[src/rtl/alu_pkg.sv]
// alu_pkg: opcodes, ALU operation encodings, instruction field positions and sequencer states
package alu_pkg;
  localparam logic [2:0] OP_NOP    = 3'd0;
  localparam logic [2:0] OP_ADDSUB = 3'd1;
  localparam logic [2:0] OP_MUL    = 3'd2;
  localparam logic [2:0] OP_LOGIC  = 3'd3;
  localparam logic [2:0] OP_LSH    = 3'd4;
  localparam logic [2:0] OP_RSH    = 3'd5;
  localparam logic [2:0] OP_LOADI  = 3'd6;
  localparam logic [2:0] OP_STORE  = 3'd7;
  localparam logic [5:0] ALU_ADDSUB = 6'b100001;
  localparam logic [5:0] ALU_MUL    = 6'b100010;
  localparam logic [5:0] ALU_LOGIC  = 6'b100100;
  localparam logic [5:0] ALU_LSH    = 6'b101000;
  localparam logic [5:0] ALU_RSH    = 6'b110000;
  localparam logic [5:0] ALU_LOAD   = 6'b100000;
  localparam int OP_LSB   = 13;
  localparam int RD_LSB   = 10;
  localparam int RS1_LSB  = 7;
  localparam int RS2_LSB  = 4;
  localparam int PRM_LSB  = 0;
  localparam int IMM_FLAG = 3;
  typedef enum logic [2:0] {IDLE, FETCH, IMM, ISSUE, STORE} state_t;
  typedef struct packed {
    logic [5:0] operation;
    logic       read_bus;
    logic       has_imm;
    logic       is_store;
    logic [2:0] rd;
    logic [2:0] rs1;
    logic [2:0] rs2;
    logic [3:0] prm;
  } decode_t;
endpackage

[src/rtl/alu_sequencer_if.sv]
// alu_sequencer_if: memory port and ALU control bundle between the sequencer and its neighbours
interface alu_sequencer_if;
  logic        mem_req;
  logic        mem_we;
  logic [15:0] mem_addr;
  logic [15:0] mem_wdata;
  logic [15:0] mem_rdata;
  logic        mem_ack;
  logic        alu_readBus;
  logic [15:0] alu_din;
  logic [15:0] alu_dout;
  logic [2:0]  alu_operandIndex1;
  logic [2:0]  alu_operandIndex2;
  logic [2:0]  alu_resultsIndex;
  logic [5:0]  alu_operation;
  logic [3:0]  alu_params;
  modport master (
    output mem_req, mem_we, mem_addr, mem_wdata, alu_readBus, alu_din,
           alu_operandIndex1, alu_operandIndex2, alu_resultsIndex, alu_operation, alu_params,
    input  mem_rdata, mem_ack, alu_dout
  );
  modport slave (
    input  mem_req, mem_we, mem_addr, mem_wdata, alu_readBus, alu_din,
           alu_operandIndex1, alu_operandIndex2, alu_resultsIndex, alu_operation, alu_params,
    output mem_rdata, mem_ack, alu_dout
  );
endinterface

[src/rtl/alu_decode.sv]
// alu_decode: maps a 16-bit instruction word onto ALU control fields
module alu_decode
  import alu_pkg::*;
(
  input  logic [15:0] word,
  output decode_t     dec
);
  logic [2:0] op;
  logic       imm_operand;
  always_comb begin
    op = word[OP_LSB +: 3];
    imm_operand = (op inside {OP_ADDSUB, OP_MUL, OP_LOGIC}) && word[IMM_FLAG];
    dec.operation = op == OP_ADDSUB ? ALU_ADDSUB :
                    op == OP_MUL    ? ALU_MUL    :
                    op == OP_LOGIC  ? ALU_LOGIC  :
                    op == OP_LSH    ? ALU_LSH    :
                    op == OP_RSH    ? ALU_RSH    :
                    op == OP_LOADI  ? ALU_LOAD   : 6'd0;
    dec.read_bus = imm_operand || op == OP_LOADI;
    dec.has_imm = imm_operand || op == OP_LOADI || op == OP_STORE;
    dec.is_store = op == OP_STORE;
    dec.rd = word[RD_LSB +: 3];
    dec.rs1 = word[RS1_LSB +: 3];
    dec.rs2 = word[RS2_LSB +: 3];
    dec.prm = word[PRM_LSB +: 4];
  end
endmodule

[src/rtl/alu_sequencer.sv]
// alu_sequencer: fetches and decodes instructions, issues one ALU operation each, writes stores back
module alu_sequencer
  import alu_pkg::*;
#(
  parameter logic [15:0] RESET_PC = 16'h0000
)(
  input  logic          CLK,
  input  logic          RESET_N,
  input  logic          run,
  output logic          busy,
  output logic [15:0]   pc,
  alu_sequencer_if.master bus
);
  state_t      state, state_n;
  decode_t     dec;
  logic        ack;
  logic [15:0] imm;
  logic [5:0]  op_q;
  logic        rb_q, st_q;
  logic [2:0]  rd_q, rs1_q, rs2_q;
  logic [3:0]  prm_q;

  // Read data is decoded live; fields are captured only on the fetch acknowledge.
  alu_decode u_decode (.word(bus.mem_rdata), .dec(dec));

  always_ff @(posedge CLK) begin
    if (!RESET_N) begin
      state <= IDLE;
      pc <= RESET_PC;
      imm <= '0;
      op_q <= '0;
      rb_q <= 1'b0;
      st_q <= 1'b0;
      rd_q <= '0;
      rs1_q <= '0;
      rs2_q <= '0;
      prm_q <= '0;
    end else begin
      state <= state_n;
      if (ack && state != STORE) pc <= pc + 16'd1;
      if (ack && state == FETCH) begin
        op_q <= dec.operation;
        rb_q <= dec.read_bus;
        st_q <= dec.is_store;
        rd_q <= dec.rd;
        rs1_q <= dec.rs1;
        rs2_q <= dec.rs2;
        prm_q <= dec.prm;
      end
      if (ack && state == IMM) imm <= bus.mem_rdata;
    end
  end

  always_comb begin
    ack = bus.mem_ack && (state inside {FETCH, IMM, STORE});
    state_n = state;
    case (state)
      IDLE:    state_n = run ? FETCH : IDLE;
      FETCH:   if (ack) state_n = dec.has_imm ? IMM : dec.operation != 6'd0 ? ISSUE : run ? FETCH : IDLE;
      IMM:     if (ack) state_n = st_q ? STORE : ISSUE;
      ISSUE:   state_n = run ? FETCH : IDLE;
      STORE:   if (ack) state_n = run ? FETCH : IDLE;
      default: state_n = IDLE;
    endcase
    busy = state != IDLE;
    bus.mem_req = state inside {FETCH, IMM, STORE};
    bus.mem_we = state == STORE;
    bus.mem_addr = state == STORE ? imm : (state inside {FETCH, IMM}) ? pc : 16'd0;
    bus.mem_wdata = state == STORE ? bus.alu_dout : 16'd0;
    bus.alu_operation = state == ISSUE ? op_q : 6'd0;
    bus.alu_readBus = state == ISSUE && rb_q;
    bus.alu_din = imm;
    bus.alu_resultsIndex = rd_q;
    bus.alu_operandIndex1 = rs1_q;
    bus.alu_operandIndex2 = rs2_q;
    bus.alu_params = prm_q;
  end
endmodule

[src/flat_wrapper.sv]
// flat-port wrapper written by rule: the top's interface ports become plain ports
module alu_sequencer_flat import alu_pkg::*;
#(
  parameter logic [15:0] RESET_PC = 16'h0000
)
  (CLK, RESET_N, run, busy, pc, bus_mem_req, bus_mem_we, bus_mem_addr, bus_mem_wdata, bus_alu_readBus, bus_alu_din, bus_alu_operandIndex1, bus_alu_operandIndex2, bus_alu_resultsIndex, bus_alu_operation, bus_alu_params, bus_mem_rdata, bus_mem_ack, bus_alu_dout);
  alu_sequencer_if bus_i ();
  input  logic CLK;
  input  logic RESET_N;
  input  logic run;
  output logic busy;
  output logic [15:0] pc;
  output wire logic [$bits(bus_i.mem_req)-1:0] bus_mem_req;
  output wire logic [$bits(bus_i.mem_we)-1:0] bus_mem_we;
  output wire logic [$bits(bus_i.mem_addr)-1:0] bus_mem_addr;
  output wire logic [$bits(bus_i.mem_wdata)-1:0] bus_mem_wdata;
  output wire logic [$bits(bus_i.alu_readBus)-1:0] bus_alu_readBus;
  output wire logic [$bits(bus_i.alu_din)-1:0] bus_alu_din;
  output wire logic [$bits(bus_i.alu_operandIndex1)-1:0] bus_alu_operandIndex1;
  output wire logic [$bits(bus_i.alu_operandIndex2)-1:0] bus_alu_operandIndex2;
  output wire logic [$bits(bus_i.alu_resultsIndex)-1:0] bus_alu_resultsIndex;
  output wire logic [$bits(bus_i.alu_operation)-1:0] bus_alu_operation;
  output wire logic [$bits(bus_i.alu_params)-1:0] bus_alu_params;
  input wire logic [$bits(bus_i.mem_rdata)-1:0] bus_mem_rdata;
  input wire logic [$bits(bus_i.mem_ack)-1:0] bus_mem_ack;
  input wire logic [$bits(bus_i.alu_dout)-1:0] bus_alu_dout;
  assign bus_mem_req = bus_i.mem_req;
  assign bus_mem_we = bus_i.mem_we;
  assign bus_mem_addr = bus_i.mem_addr;
  assign bus_mem_wdata = bus_i.mem_wdata;
  assign bus_alu_readBus = bus_i.alu_readBus;
  assign bus_alu_din = bus_i.alu_din;
  assign bus_alu_operandIndex1 = bus_i.alu_operandIndex1;
  assign bus_alu_operandIndex2 = bus_i.alu_operandIndex2;
  assign bus_alu_resultsIndex = bus_i.alu_resultsIndex;
  assign bus_alu_operation = bus_i.alu_operation;
  assign bus_alu_params = bus_i.alu_params;
  assign bus_i.mem_rdata = bus_mem_rdata;
  assign bus_i.mem_ack = bus_mem_ack;
  assign bus_i.alu_dout = bus_alu_dout;
  alu_sequencer #(.RESET_PC(RESET_PC)) u_core (.CLK(CLK), .RESET_N(RESET_N), .run(run), .busy(busy), .pc(pc), .bus(bus_i));
endmodule
[config.mk]
export PLATFORM = sky130hd
export DESIGN_NAME = alu_sequencer_flat
export DESIGN_NICKNAME = d
export VERILOG_FILES = /design/src/rtl/alu_pkg.sv /design/src/rtl/alu_sequencer_if.sv /design/src/rtl/alu_decode.sv /design/src/rtl/alu_sequencer.sv /design/src/flat_wrapper.sv
export SDC_FILE = /design/constraint.sdc
export NUM_CORES = 1
export LEC_CHECK = 0
export BUFFER_PORTS_ARGS = -buffer_cell sky130_fd_sc_hd__buf_2
export CAP_MARGIN = 20
export CORE_ASPECT_RATIO = 1.25
export CORE_UTILIZATION = 45
export CTS_CLUSTER_DIAMETER = 120
export DETAILED_ROUTE_END_ITERATION = 7
export MAX_ROUTING_LAYER = met4
export PLACE_DENSITY = 0.77
export SYNTH_ARGS = -nofsm -noshare
export SYNTH_HDL_FRONTEND = slang
export SYNTH_HIERARCHICAL = 1
export SYNTH_SLANG_ARGS = --single-unit
[constraint.sdc]
create_clock -name CLK -period 2.9 [get_ports CLK]
set_input_delay 0 -clock CLK [delete_from_list [all_inputs] [get_ports CLK]]
set_output_delay 0 -clock CLK [all_outputs]
set_load 0.01 [all_outputs]
==> results.yml <==
logic_synthesis:
  syn_area_sq_um: 2768
  syn_area_per_cell_sq_um: 7.688
  ys_top_cells_by_area: "dfxtp_1 (41%), nand2_1 (12%), a21oi_1 (8.5%)"
  yosysWarningCount: 6
  synth_edf_count: 0
  synth_flop_cell: "dfxtp_1"
  async_reset_ff_share_pct: 0
  synth_top_area_cell: "dfxtp_1"
  synth_cell_types: 44
  synth_cells: 360
  ys_seq_area_share_pct: 40.51
  syn_nets: 397
  synth-seq-cells: 56
  yosysTopAreaCellShare_pct: 40.51
cells_and_area:
  layout_common_cells: "buf_2 (122), nand2_1 (85), dfxtp_1 (56)"
  antennaDiodeCount: 0
  nFillCells: 538
  area_growth_pct: 27.76
  nets: 505
  final_core_util_pct: 60.37
  final_common_cell: "buf_2"
  drive_gt1_share_pct: 29.64
die:
  initial_core_util_pct: 47.25
  ios: 123
  die_area_sq_um: 6470
  core_sq_um: 5857
  die-height_um: 89.68
  die_w_um: 72.15
  fp-row-count: 31
pwr:
  power_density_nw_per_um2: 448.0
  power_frac_clock_pct: 28.0
  switching_share_pct: 29.80
  pwr-share-comb_pct: 19.4
  ir_drop_v: 0.0002444
  total_power_mw: 1.584
  leakagePower_nw: 1.676
  switching_power_mw: 0.4719
  internal_power_mw: 1.112
  power_frac_seq_pct: 52.7
critical_path:
  rr_endpoint: "u_core/pc[8]"
  ff2ff_setup_slack_ps: 600
  startpoint: "u_core/state[0]"
  required_ps: 2900
  crit_arrival_ps: 2600
  rr_startpoint: "u_core/state[0]"
  cp-start-kind: "register"
  worstSetupPathType: "register to output pin"
  critPathMaxFanout: 19
  r2r_cells: 4
  end_kind: "output pin"
detailed_routing:
  drtPass1Iterations: 4
  drcViolationCount: 0
  viasPerCell: 5.289
  initialDrtViolationCount: 203
  ant_nets: 0
  drt_wl_total_mm: 7.819
  wl_per_cell_um: 14.19
  vias: 2914
timing:
  fin_crit_ps: 2597
  finClkSkew_ps: 8.704
  hold_slack_ps: 9.992
  relSlewSlack_pct: 37.06
  fin_setup_tns_ps: 0
  fmax_ghz: 0.3851
  slew_violations: 0
  setup_violations: 0
  setup_ws_ps: 303.1
  rsz0062_at_grt: "false"
  max_slew.worst_pin.slew_ps: 940.7
  hold_viol: 0
  fin_crit_sh_pct: 89.55
global_route:
  use_met2_pct: 43.16
  grt_util_all_layers_pct: 24.60
  grt-ovfl-total: 0
  first_global_vias: 2537
  antenna_found_initial: 0
  grtUsageMet1_pct: 28.19
  grt_pass1_wl_mm: 11.99
  grt_max_degree: 54
  grt_use_met3_pct: 3.571
  busiest_layer: "met2"
hold_path:
  hp-start: "bus_mem_rdata[14]"
  hold_depth: 3
  hold_path_class: "input pin to register"
  hold-path-endpoint: "u_core/bus.alu_din[14]"
clocking:
  post_cts_resized: 0
  clkSinkCount: 56
  cts_buffers: 5
  hold_buffers: 14
  clk_path_buf_depth: 2
  cts_tree: "yes"
  h-tree-depth: 2
  cts_root_buf: "clkbuf_8"
  clk_latency_ps: 310
  clkTransAtPathRegs_ps: 90
  post_cts_buffers: 0
flow_run:
  maxCapViolations: 0
place:
  gp_congestion: 0.8372
  port-buffer-count: 122
  hpwlAfterDp_mm: 5.582
  preCtsSetupSlack_ps: 626.1
status:
  outcome: "complete, no violations"
[sequential cells by signal, summed over array words and instances, names as in the netlist]
name	cells
u_core/bus.alu_operandIndex2	3
u_core/state	3
u_core/bus.alu_operandIndex1	3
u_core/rb_q	1
u_core/st_q	1
u_core/bus.alu_params	4
u_core/bus.alu_resultsIndex	3
u_core/pc	16
u_core/bus.alu_din	16
u_core/op_q	6
[cells in the mapped netlist, drive strengths merged (2+ instances only)]
master	count
dfxtp	56
mux2i	2
nor3b	2
a21oi	47
nand2b	5
and2	2
a22o	16
clkbuf	21
xnor2	8
nand3	5
a32oi	3
or3	7
or4	5
nand4	2
nor2b	4
nand2	85
nor4	4
o21ai	6
nor3	6
and3	25
nor2	16
buf	17
inv	5
[per-layer routing]
metal / share of wire (%) / vias to the layer above
met1: 41 / 1349
li1: - / 1446
met3: 5.5 / 11
met2: 51 / 108
met5: 0 / -
met4: 1.8 / 0
[through the flow]
step | cells | cell area, sq um
3_3_place_gp | 528 | 3298
2_1_floorplan | 360 | 2768
3_5_place_dp | 528 | 3298
4_1_cts | 550 | 3528
5_1_grt | 551 | 3536
6_report | 551 | 3536
[critical path, cell delays in order, from the launching register on]
cell     delay, ps
dfxtp_1        460
nor2_1         790
and2_1         660
a22o_1         250
buf_2          130
[cell families (layout without fill, tap and decap cells)]
kind of cell	after synthesis	in the layout	share of synthesized area, %
AOI/OAI and AO/OA	77	77	17.00
xor gates and xnor gates	8	8	2.532
adders and majority gates	1	1	0.4520
buffers and inverters	43	152	8.001
DFF	56	56	40.51
muxes	2	2	0.7234
and+or+nand+nor	173	173	30.79
[area by class of cell]
cell class / count / area (sq um) / area share (%)
clock buffers: 8 / 90.09 / 2.548
flip-flops and latches: 56 / 1121 / 31.71
repair buffers: 139 / 773.2 / 21.87
well taps: 82 / 102.6 / 2.902
inverters: 5 / 18.77 / 0.5308
multi-input cells: 261 / 1430 / 40.45
[power groups by stage]
stage	registers [mW]	logic, mW	clock network, mW
3_3_place_gp	0.851	0.274	0
2_1_floorplan	0.849	0.199	0
4_1_cts	0.834	0.299	0.449
5_1_grt	0.841	0.337	0.485
6_report	0.834	0.307	0.443
3_5_place_dp	0.852	0.283	0
[how the worst max path moves through the flow]
stage                        to  slack (ps)
5_1_grt        bus_mem_addr[11]          90
3_3_place_gp      u_core/pc[14]         710
3_5_place_dp    bus_mem_addr[6]         630
4_1_cts         bus_mem_addr[6]         270
6_report        bus_mem_addr[6]         300
2_1_floorplan     u_core/pc[15]        1000
Note: power is estimated with default switching activity, not from simulation.
